===== src/rtl/cache_pkg.sv =====
// Shared constants and types for the direct-mapped write-through cache.
// Latency: n/a (declarations only).
// Backpressure: n/a.
package cache_pkg;

  localparam int NUM_LINES_DEF      = 32;
  localparam int WORDS_PER_LINE_DEF = 4;

  localparam int ADDR_W = 32;
  localparam int WORD_W = 32;
  localparam int OFS_W  = 2;

  // Field widths for the default geometry.
  localparam int WSEL_W_DEF  = $clog2(WORDS_PER_LINE_DEF);
  localparam int INDEX_W_DEF = $clog2(NUM_LINES_DEF);
  localparam int TAG_W_DEF   = ADDR_W - INDEX_W_DEF - WSEL_W_DEF - OFS_W;
  localparam int LINE_W_DEF  = WORD_W * WORDS_PER_LINE_DEF;

  typedef enum logic [1:0] {
    IDLE    = 2'd0,
    RD_MISS = 2'd1,
    WR_THRU = 2'd2
  } state_t;

endpackage


===== src/rtl/cache_if.sv =====
// Core-side load/store bus plus main-memory request bus of the cache.
// Latency: n/a (wiring only).
// Backpressure: core held by stall; memory side completes on mm_ready pulse.
interface cache_if;
  import cache_pkg::*;

  logic                  mem_read;
  logic                  mem_write;
  logic [ADDR_W-1:0]     addr;
  logic [WORD_W-1:0]     wdata;
  logic [WORD_W-1:0]     rdata;
  logic                  stall;
  logic                  mm_rd_req;
  logic                  mm_wr_req;
  logic [ADDR_W-1:0]     mm_addr;
  logic [WORD_W-1:0]     mm_wdata;
  logic [LINE_W_DEF-1:0] mm_rdata;
  logic                  mm_ready;

  // Environment side: core requests in, memory responses in.
  modport master (
    output mem_read, mem_write, addr, wdata, mm_rdata, mm_ready,
    input  rdata, stall, mm_rd_req, mm_wr_req, mm_addr, mm_wdata
  );

  // Cache controller side.
  modport slave (
    input  mem_read, mem_write, addr, wdata, mm_rdata, mm_ready,
    output rdata, stall, mm_rd_req, mm_wr_req, mm_addr, mm_wdata
  );
endinterface


===== src/rtl/cache_line_store.sv =====
// Valid/tag/data arrays of the cache with one combinational read port.
// Latency: read is combinational; write lands on the next rising edge.
// Backpressure: none, a write is accepted every cycle wr_en is high.
module cache_line_store import cache_pkg::*; #(
  parameter int NUM_LINES = NUM_LINES_DEF,
  parameter int WORDS     = WORDS_PER_LINE_DEF,
  parameter int IDX_W     = $clog2(NUM_LINES),
  parameter int TAG_W     = TAG_W_DEF,
  parameter int LINE_W    = WORD_W * WORDS
) (
  input  logic              clk,
  input  logic              rst_n,
  input  logic [IDX_W-1:0]  rd_idx,
  output logic              rd_valid,
  output logic [TAG_W-1:0]  rd_tag,
  output logic [LINE_W-1:0] rd_line,
  input  logic              wr_en,
  input  logic              wr_fill,
  input  logic [IDX_W-1:0]  wr_idx,
  input  logic [TAG_W-1:0]  wr_tag,
  input  logic [WORDS-1:0]  wr_mask,
  input  logic [LINE_W-1:0] wr_line
);

  logic [NUM_LINES-1:0] valid;
  logic [TAG_W-1:0]     tags  [NUM_LINES];
  logic [LINE_W-1:0]    lines [NUM_LINES];

  assign rd_valid = valid[rd_idx];
  assign rd_tag   = tags[rd_idx];
  assign rd_line  = lines[rd_idx];

  // Valid bits are the only reset state; a fill marks its line valid.
  always_ff @(posedge clk or negedge rst_n) begin
    if (!rst_n) begin
      valid <= '0;
    end else if (wr_en && wr_fill) begin
      valid[wr_idx] <= 1'b1;
    end
  end

  // Tag and data words; contents are meaningless until the valid bit is set.
  always_ff @(posedge clk) begin
    if (wr_en) begin
      if (wr_fill) begin
        tags[wr_idx] <= wr_tag;
      end
      for (int w = 0; w < WORDS; w++) begin
        if (wr_mask[w]) begin
          lines[wr_idx][w*WORD_W +: WORD_W] <= wr_line[w*WORD_W +: WORD_W];
        end
      end
    end
  end

endmodule


===== src/rtl/cache_controller.sv =====
// Direct-mapped write-through, no-write-allocate cache in front of main memory.
// Latency: read hit 0 cycles; read miss and writes wait for mm_ready.
// Backpressure: stall freezes the core while a memory transaction is pending.
module cache_controller import cache_pkg::*; #(
  parameter int NUM_LINES      = NUM_LINES_DEF,
  parameter int WORDS_PER_LINE = WORDS_PER_LINE_DEF
) (
  input logic clk,
  input logic rst_n,
  cache_if.slave bus
);

  localparam int SEL_W  = $clog2(WORDS_PER_LINE);
  localparam int IDX_W  = $clog2(NUM_LINES);
  localparam int TAG_W  = ADDR_W - IDX_W - SEL_W - OFS_W;
  localparam int LINE_W = WORD_W * WORDS_PER_LINE;
  localparam int LOW_W  = OFS_W + SEL_W;

  state_t state, next_state;

  logic [SEL_W-1:0]          wsel;
  logic [IDX_W-1:0]          idx;
  logic [TAG_W-1:0]          tag;
  logic                      line_valid;
  logic [TAG_W-1:0]          line_tag;
  logic [LINE_W-1:0]         line_data;
  logic                      hit;
  logic [WORD_W-1:0]         hit_word;
  logic                      wr_en;
  logic                      wr_fill;
  logic [WORDS_PER_LINE-1:0] wr_mask;
  logic [LINE_W-1:0]         wr_line;
  logic [OFS_W-1:0]          unused_byte_ofs;

  assign wsel            = bus.addr[OFS_W +: SEL_W];
  assign idx             = bus.addr[LOW_W +: IDX_W];
  assign tag             = bus.addr[ADDR_W-1 -: TAG_W];
  assign unused_byte_ofs = bus.addr[OFS_W-1:0];

  assign hit      = line_valid && (line_tag == tag);
  assign hit_word = line_data[wsel*WORD_W +: WORD_W];

  cache_line_store #(
    .NUM_LINES (NUM_LINES),
    .WORDS     (WORDS_PER_LINE),
    .IDX_W     (IDX_W),
    .TAG_W     (TAG_W),
    .LINE_W    (LINE_W)
  ) u_store (
    .clk      (clk),
    .rst_n    (rst_n),
    .rd_idx   (idx),
    .rd_valid (line_valid),
    .rd_tag   (line_tag),
    .rd_line  (line_data),
    .wr_en    (wr_en),
    .wr_fill  (wr_fill),
    .wr_idx   (idx),
    .wr_tag   (tag),
    .wr_mask  (wr_mask),
    .wr_line  (wr_line)
  );

  // State register; reset aborts any in-flight memory transaction.
  always_ff @(posedge clk or negedge rst_n) begin
    if (!rst_n) begin
      state <= IDLE;
    end else begin
      state <= next_state;
    end
  end

  // Next state, core/memory outputs and line-store write controls.
  always_comb begin
    next_state    = state;
    bus.stall     = 1'b0;
    bus.rdata     = '0;
    bus.mm_rd_req = 1'b0;
    bus.mm_wr_req = 1'b0;
    bus.mm_addr   = '0;
    bus.mm_wdata  = '0;
    wr_en         = 1'b0;
    wr_fill       = 1'b0;
    wr_mask       = '0;
    wr_line       = bus.mm_rdata;

    unique case (state)
      IDLE: begin
        // A store wins over a simultaneous load; mm_ready is ignored here.
        if (bus.mem_write) begin
          bus.stall  = 1'b1;
          next_state = WR_THRU;
        end else if (bus.mem_read) begin
          if (hit) begin
            bus.rdata = hit_word;
          end else begin
            bus.stall  = 1'b1;
            next_state = RD_MISS;
          end
        end
      end
      RD_MISS: begin
        // Stall stays high in the fill cycle; the load retries as a hit next cycle.
        bus.mm_rd_req = 1'b1;
        bus.mm_addr   = {bus.addr[ADDR_W-1:LOW_W], {LOW_W{1'b0}}};
        bus.stall     = 1'b1;
        if (bus.mm_ready) begin
          wr_en      = 1'b1;
          wr_fill    = 1'b1;
          wr_mask    = '1;
          next_state = IDLE;
        end
      end
      WR_THRU: begin
        // Write-through; only a resident line gets its word patched.
        bus.mm_wr_req = 1'b1;
        bus.mm_addr   = bus.addr;
        bus.mm_wdata  = bus.wdata;
        bus.stall     = 1'b1;
        wr_line       = {WORDS_PER_LINE{bus.wdata}};
        if (bus.mm_ready) begin
          bus.stall  = 1'b0;
          next_state = IDLE;
          if (hit) begin
            wr_en         = 1'b1;
            wr_mask[wsel] = 1'b1;
          end
        end
      end
      default: next_state = IDLE;
    endcase
  end

endmodule


===== src/flat_wrapper.sv =====
// flat-port wrapper written by rule: the top's interface ports become plain ports
module cache_controller_flat import cache_pkg::*;
#(
  parameter int NUM_LINES      = NUM_LINES_DEF,
  parameter int WORDS_PER_LINE = WORDS_PER_LINE_DEF
)
  (clk, rst_n, bus_mem_read, bus_mem_write, bus_addr, bus_wdata, bus_mm_rdata, bus_mm_ready, bus_rdata, bus_stall, bus_mm_rd_req, bus_mm_wr_req, bus_mm_addr, bus_mm_wdata);
  cache_if bus_i ();
  input logic clk;
  input logic rst_n;
  input wire logic [$bits(bus_i.mem_read)-1:0] bus_mem_read;
  input wire logic [$bits(bus_i.mem_write)-1:0] bus_mem_write;
  input wire logic [$bits(bus_i.addr)-1:0] bus_addr;
  input wire logic [$bits(bus_i.wdata)-1:0] bus_wdata;
  input wire logic [$bits(bus_i.mm_rdata)-1:0] bus_mm_rdata;
  input wire logic [$bits(bus_i.mm_ready)-1:0] bus_mm_ready;
  output wire logic [$bits(bus_i.rdata)-1:0] bus_rdata;
  output wire logic [$bits(bus_i.stall)-1:0] bus_stall;
  output wire logic [$bits(bus_i.mm_rd_req)-1:0] bus_mm_rd_req;
  output wire logic [$bits(bus_i.mm_wr_req)-1:0] bus_mm_wr_req;
  output wire logic [$bits(bus_i.mm_addr)-1:0] bus_mm_addr;
  output wire logic [$bits(bus_i.mm_wdata)-1:0] bus_mm_wdata;
  assign bus_i.mem_read = bus_mem_read;
  assign bus_i.mem_write = bus_mem_write;
  assign bus_i.addr = bus_addr;
  assign bus_i.wdata = bus_wdata;
  assign bus_i.mm_rdata = bus_mm_rdata;
  assign bus_i.mm_ready = bus_mm_ready;
  assign bus_rdata = bus_i.rdata;
  assign bus_stall = bus_i.stall;
  assign bus_mm_rd_req = bus_i.mm_rd_req;
  assign bus_mm_wr_req = bus_i.mm_wr_req;
  assign bus_mm_addr = bus_i.mm_addr;
  assign bus_mm_wdata = bus_i.mm_wdata;
  cache_controller #(.NUM_LINES(NUM_LINES), .WORDS_PER_LINE(WORDS_PER_LINE)) u_core (.clk(clk), .rst_n(rst_n), .bus(bus_i));
endmodule

===== config.mk =====
export PLATFORM = sky130hd
export DESIGN_NAME = cache_controller_flat
export DESIGN_NICKNAME = d
export VERILOG_FILES = /design/src/rtl/cache_pkg.sv /design/src/rtl/cache_if.sv /design/src/rtl/cache_line_store.sv /design/src/rtl/cache_controller.sv /design/src/flat_wrapper.sv
export SDC_FILE = /design/constraint.sdc
export NUM_CORES = 2
export LEC_CHECK = 0
export ABC_CLOCK_PERIOD_IN_PS = 13200
export CAP_MARGIN = 20
export CORE_ASPECT_RATIO = 1.5
export CORE_MARGIN = 1
export CORE_UTILIZATION = 45
export DETAILED_ROUTE_END_ITERATION = 8
export MAX_ROUTING_LAYER = met4
export PLACE_DENSITY = 0.6
export SETUP_SLACK_MARGIN = 0.1
export SYNTH_ARGS = -nofsm -noshare
export SYNTH_HDL_FRONTEND = slang
export SYNTH_MEMORY_MAX_BITS = 65536
export SYNTH_SLANG_ARGS = --single-unit

===== constraint.sdc =====
create_clock -name clk -period 13.2 [get_ports clk]
set_input_delay 3.96 -clock clk [delete_from_list [all_inputs] [get_ports clk]]
set_output_delay 3.96 -clock clk [all_outputs]
set_load 0.05 [all_outputs]

==> flow_metrics.py <==
metrics = {
    "run_status": {
        "status": "finished clean",
    },
    "synthesis": {
        "ys.flop_type": "edfxtp_1",
        "synth-adder-area-share": 0.000270,
        "yosys.area_share.simple": 0.0141,
        "yosysTopAreaCell": "edfxtp_1",
        "yosysWarnings": 0,
        "synth_top_area_share": 0.783,
        "synth_cell_types": 50,
        "ys_async_sr_fraction": 0.00699,
        "synth_edf_count": 4832,
        "muxShareOfSynthArea": 0.145,
        "synth-seq-cells": 4866,
        "synth_fp_nets": 8667,
        "synth_area_per_cell_um2": 21.9,
        "ys_seq_area_frac": 0.787,
        "syn_inst": 8466,
        "synth_xor_area_frac": 0,
        "synth_top_family_by_area": "multiplexers",
        "synth_compound_gate_area_share": 0.0376,
        "synth_area_um2": 185000,
        "synthTopCellsByArea": "edfxtp_1, mux4_2, mux2i_1",
    },
    "timing": {
        "rsz0062_at_grt": "no",
        "fin_worst_skew_ps": 122,
        "slew_headroom": 0.190,
        "worst_hold_slack_ps": 465,
        "drv_slew": 0,
        "timing.final.hold_violations": 0,
        "fmax_mhz": 79.4,
        "final.period_utilization": 0.955,
        "period_minus_slack_ps": 12600,
        "fin_setup_tns_ps": 0,
        "worstMarginPinSlew_ps": 1210,
        "layout_setup_ws_ps": 600,
        "setup_violations": 0,
    },
    "drt": {
        "avgViaCountPerCell": 6.44,
        "drt_iter0_markers": 13800,
        "detail_route.wl_per_cell_um": 38.7,
        "dr.pass1.iters": 6,
        "vias": 96600,
        "drt-total-wl_um": 580000,
        "ant_nets": 0,
        "drc": 0,
    },
    "worst_setup_path": {
        "crit_slowest_cell": "clkdlybuf4s50_1",
        "cp_slowest_stage_delay_ps": 940,
        "worst_ep_arrival_time_ps": 8640,
        "crit_type": "in2out",
        "worst_setup_path_end_kind": "primary output",
        "rr_startpoint": "u_core.u_store.tags[27][16]",
        "cp_top_family": "simple AND/OR/NAND/NOR gates",
        "required_ps": 9240,
        "cp_cell_sequence": "clkdlybuf4s50_1 > nand4bb_2 > buf_4 > o22ai_1 > nor4_1 > a21oi_1 > or4_1 > nor4_4 > nand4_4 > buf_12 > a211oi_2 > buf_12",
        "critical_path.max_fanout": 32,
        "critPathBufInv": 4,
        "worstSetupStartpoint": "bus_addr[7]",
        "path_common_cell": "buf_12",
        "start_kind": "input port",
    },
    "global_route": {
        "first_global_vias": 96200,
        "grt_pass1_wl_um": 786000,
        "grt_usage": 0.284,
        "grt_max_degree": 126,
        "antenna_found_initial": 27,
        "grt_remaining_overflow": 0,
    },
    "min_path": {
        "hold_path.class": "reg2reg",
        "hp-start": "u_core.u_store.valid[18]",
    },
    "placed_design": {
        "finalWeightedCongestion": 0.873,
        "placement.io_buffers": 295,
        "dp_hpwl_um": 313000,
        "pre_cts_ws_ps": 705,
    },
    "clock_network": {
        "cts_resized": 0,
        "clk_latency_ps": 1050,
        "cts-root-buf": "clkbuf_16",
        "cts_made_buffers": 433,
        "post_cts_buffers": 0,
        "cts_tree": "done",
        "clkTransAtPathRegs_ps": 60,
        "htreeDepth": 5,
        "clock_path_buffers": 4,
        "cts_hold_buf": 0,
        "clock_sinks": 4866,
    },
    "floorplan": {
        "rows": 288,
        "io_pins": 296,
        "fp.coreArea_um2": 410000,
        "initial_core_util": 0.452,
        "dieWidth_um": 526,
        "die_h_um": 788,
        "fp.dieArea_um2": 415000,
    },
    "power_and_ir_drop": {
        "powerDensity_nw_per_um2": 164,
        "p_leak_nw": 68.0,
        "max-vdd-ir-drop_v": 0.000153,
    },
    "cells_and_area": {
        "fin_nets": 9455,
        "fill_cells": 31500,
        "drive_above_1_share": 0.271,
        "area_growth_pct": 16.2,
    },
    "job": {
        "cap_violations": 0,
    },
}
routing by layer:
metal / wire length (um) / share of wire / GRT usage
met5: 0 / 0 / -
met4: 24900 / 0.043 / 0.104
met3: 54600 / 0.094 / 0.0504
met2: 288000 / 0.50 / 0.463
met1: 212000 / 0.37 / 0.358
report_power, final:
group	leakage, nW	switching, W	internal (W)
clock	7.04	0.00574	0.00727
combinational	17.0	0.00285	0.00106
sequential	44.0	0.0000268	0.0183
Yosys cell counts, types with 2 or more instances:
| master | count |
|---|---|
| clkbuf_1 | 267 |
| nand4bb_1 | 6 |
| o21ai_0 | 131 |
| edfxtp_1 | 4832 |
| dfrtp_1 | 34 |
| ha_1 | 4 |
| or4b_1 | 4 |
| nand3b_1 | 2 |
| or3b_2 | 2 |
| o22ai_1 | 573 |
| and4_1 | 3 |
| nor4b_1 | 2 |
| o22a_1 | 64 |
| nor2_1 | 45 |
| buf_4 | 4 |
| nor4_1 | 174 |
| buf_6 | 18 |
| mux4_2 | 1032 |
| a21oi_1 | 182 |
| inv_1 | 171 |
| nor4_4 | 2 |
| o221ai_1 | 64 |
| and3b_1 | 3 |
| nor3b_1 | 3 |
| a211oi_2 | 30 |
| nand3_1 | 4 |
| nand4_4 | 5 |
| or4_1 | 6 |
| and2_1 | 34 |
| a31oi_1 | 3 |
| and3_1 | 22 |
| or2_2 | 33 |
| buf_2 | 122 |
| buf_1 | 97 |
| nand2_1 | 69 |
| nor2b_1 | 2 |
| nand4b_1 | 4 |
| a211oi_1 | 34 |
| mux2i_1 | 368 |
cell type report:
cell class | instances | area [um2] | area share
antenna | 8 | 20.0 | 0.0000930
clock buffer | 521 | 11400 | 0.0531
clock inverter | 285 | 3040 | 0.0141
inverter | 171 | 642 | 0.00298
multi-input combinational | 2921 | 38700 | 0.180
sequential | 4866 | 146000 | 0.678
tap | 5365 | 6710 | 0.0312
timing repair buffer | 861 | 8850 | 0.0411
final timing paths:
path	end	slack (ps)	cells past startpoint
setup / recovery	bus_rdata[29]	600	12
hold / removal	u_core.u_store.valid[18]	470	1
setup reg to reg	u_core.u_store.lines[19][70]	7390	11
hold reg to reg	u_core.u_store.valid[18]	470	1
max in group asynchronous	u_core.u_store.valid[16]	9490	1
min in group asynchronous	u_core.state[1]	3070	1
sequential cells by signal (all words and copies together) (netlist names):
register              cells
u_core.state              2
u_core.u_store.valid     32
u_core.u_store.lines   4096
u_core.u_store.tags     736
stage by stage:
step | std cells | total power [W] | util | area (um2)
6_report | 15000 | 0.0353 | 0.525 | 215000
5_1_grt | 15000 | 0.0361 | 0.525 | 215000
4_1_cts | 14900 | 0.0352 | 0.523 | 214000
3_5_place_dp | 14100 | 0.0224 | 0.487 | 200000
3_3_place_gp | 14100 | 0.0222 | 0.487 | 200000
2_1_floorplan | 8466 | 0.0206 | - | 185000
kinds of logic (layout without fill, tap and decap cells):
group,count (synthesis),in the layout
buf+inv,679,1838
compound gates,1087,1087
fa+ha+maj,4,4
other cells,0,8
mux,1400,1400
flops,4866,4866
simple gates,430,430
cells in the final DEF (no fill, tap or decap), drive strengths merged, types with 69 or more instances in the layout:
master         count
o21ai            131
clkinv           196
o22ai            574
buf              602
nand2             69
mux2i            368
edfxtp          4832
a21oi            182
nor4             176
inv              180
clkdlybuf4s50    257
mux4            1032
clkbuf           523
Power figures use the tool's default switching activity.
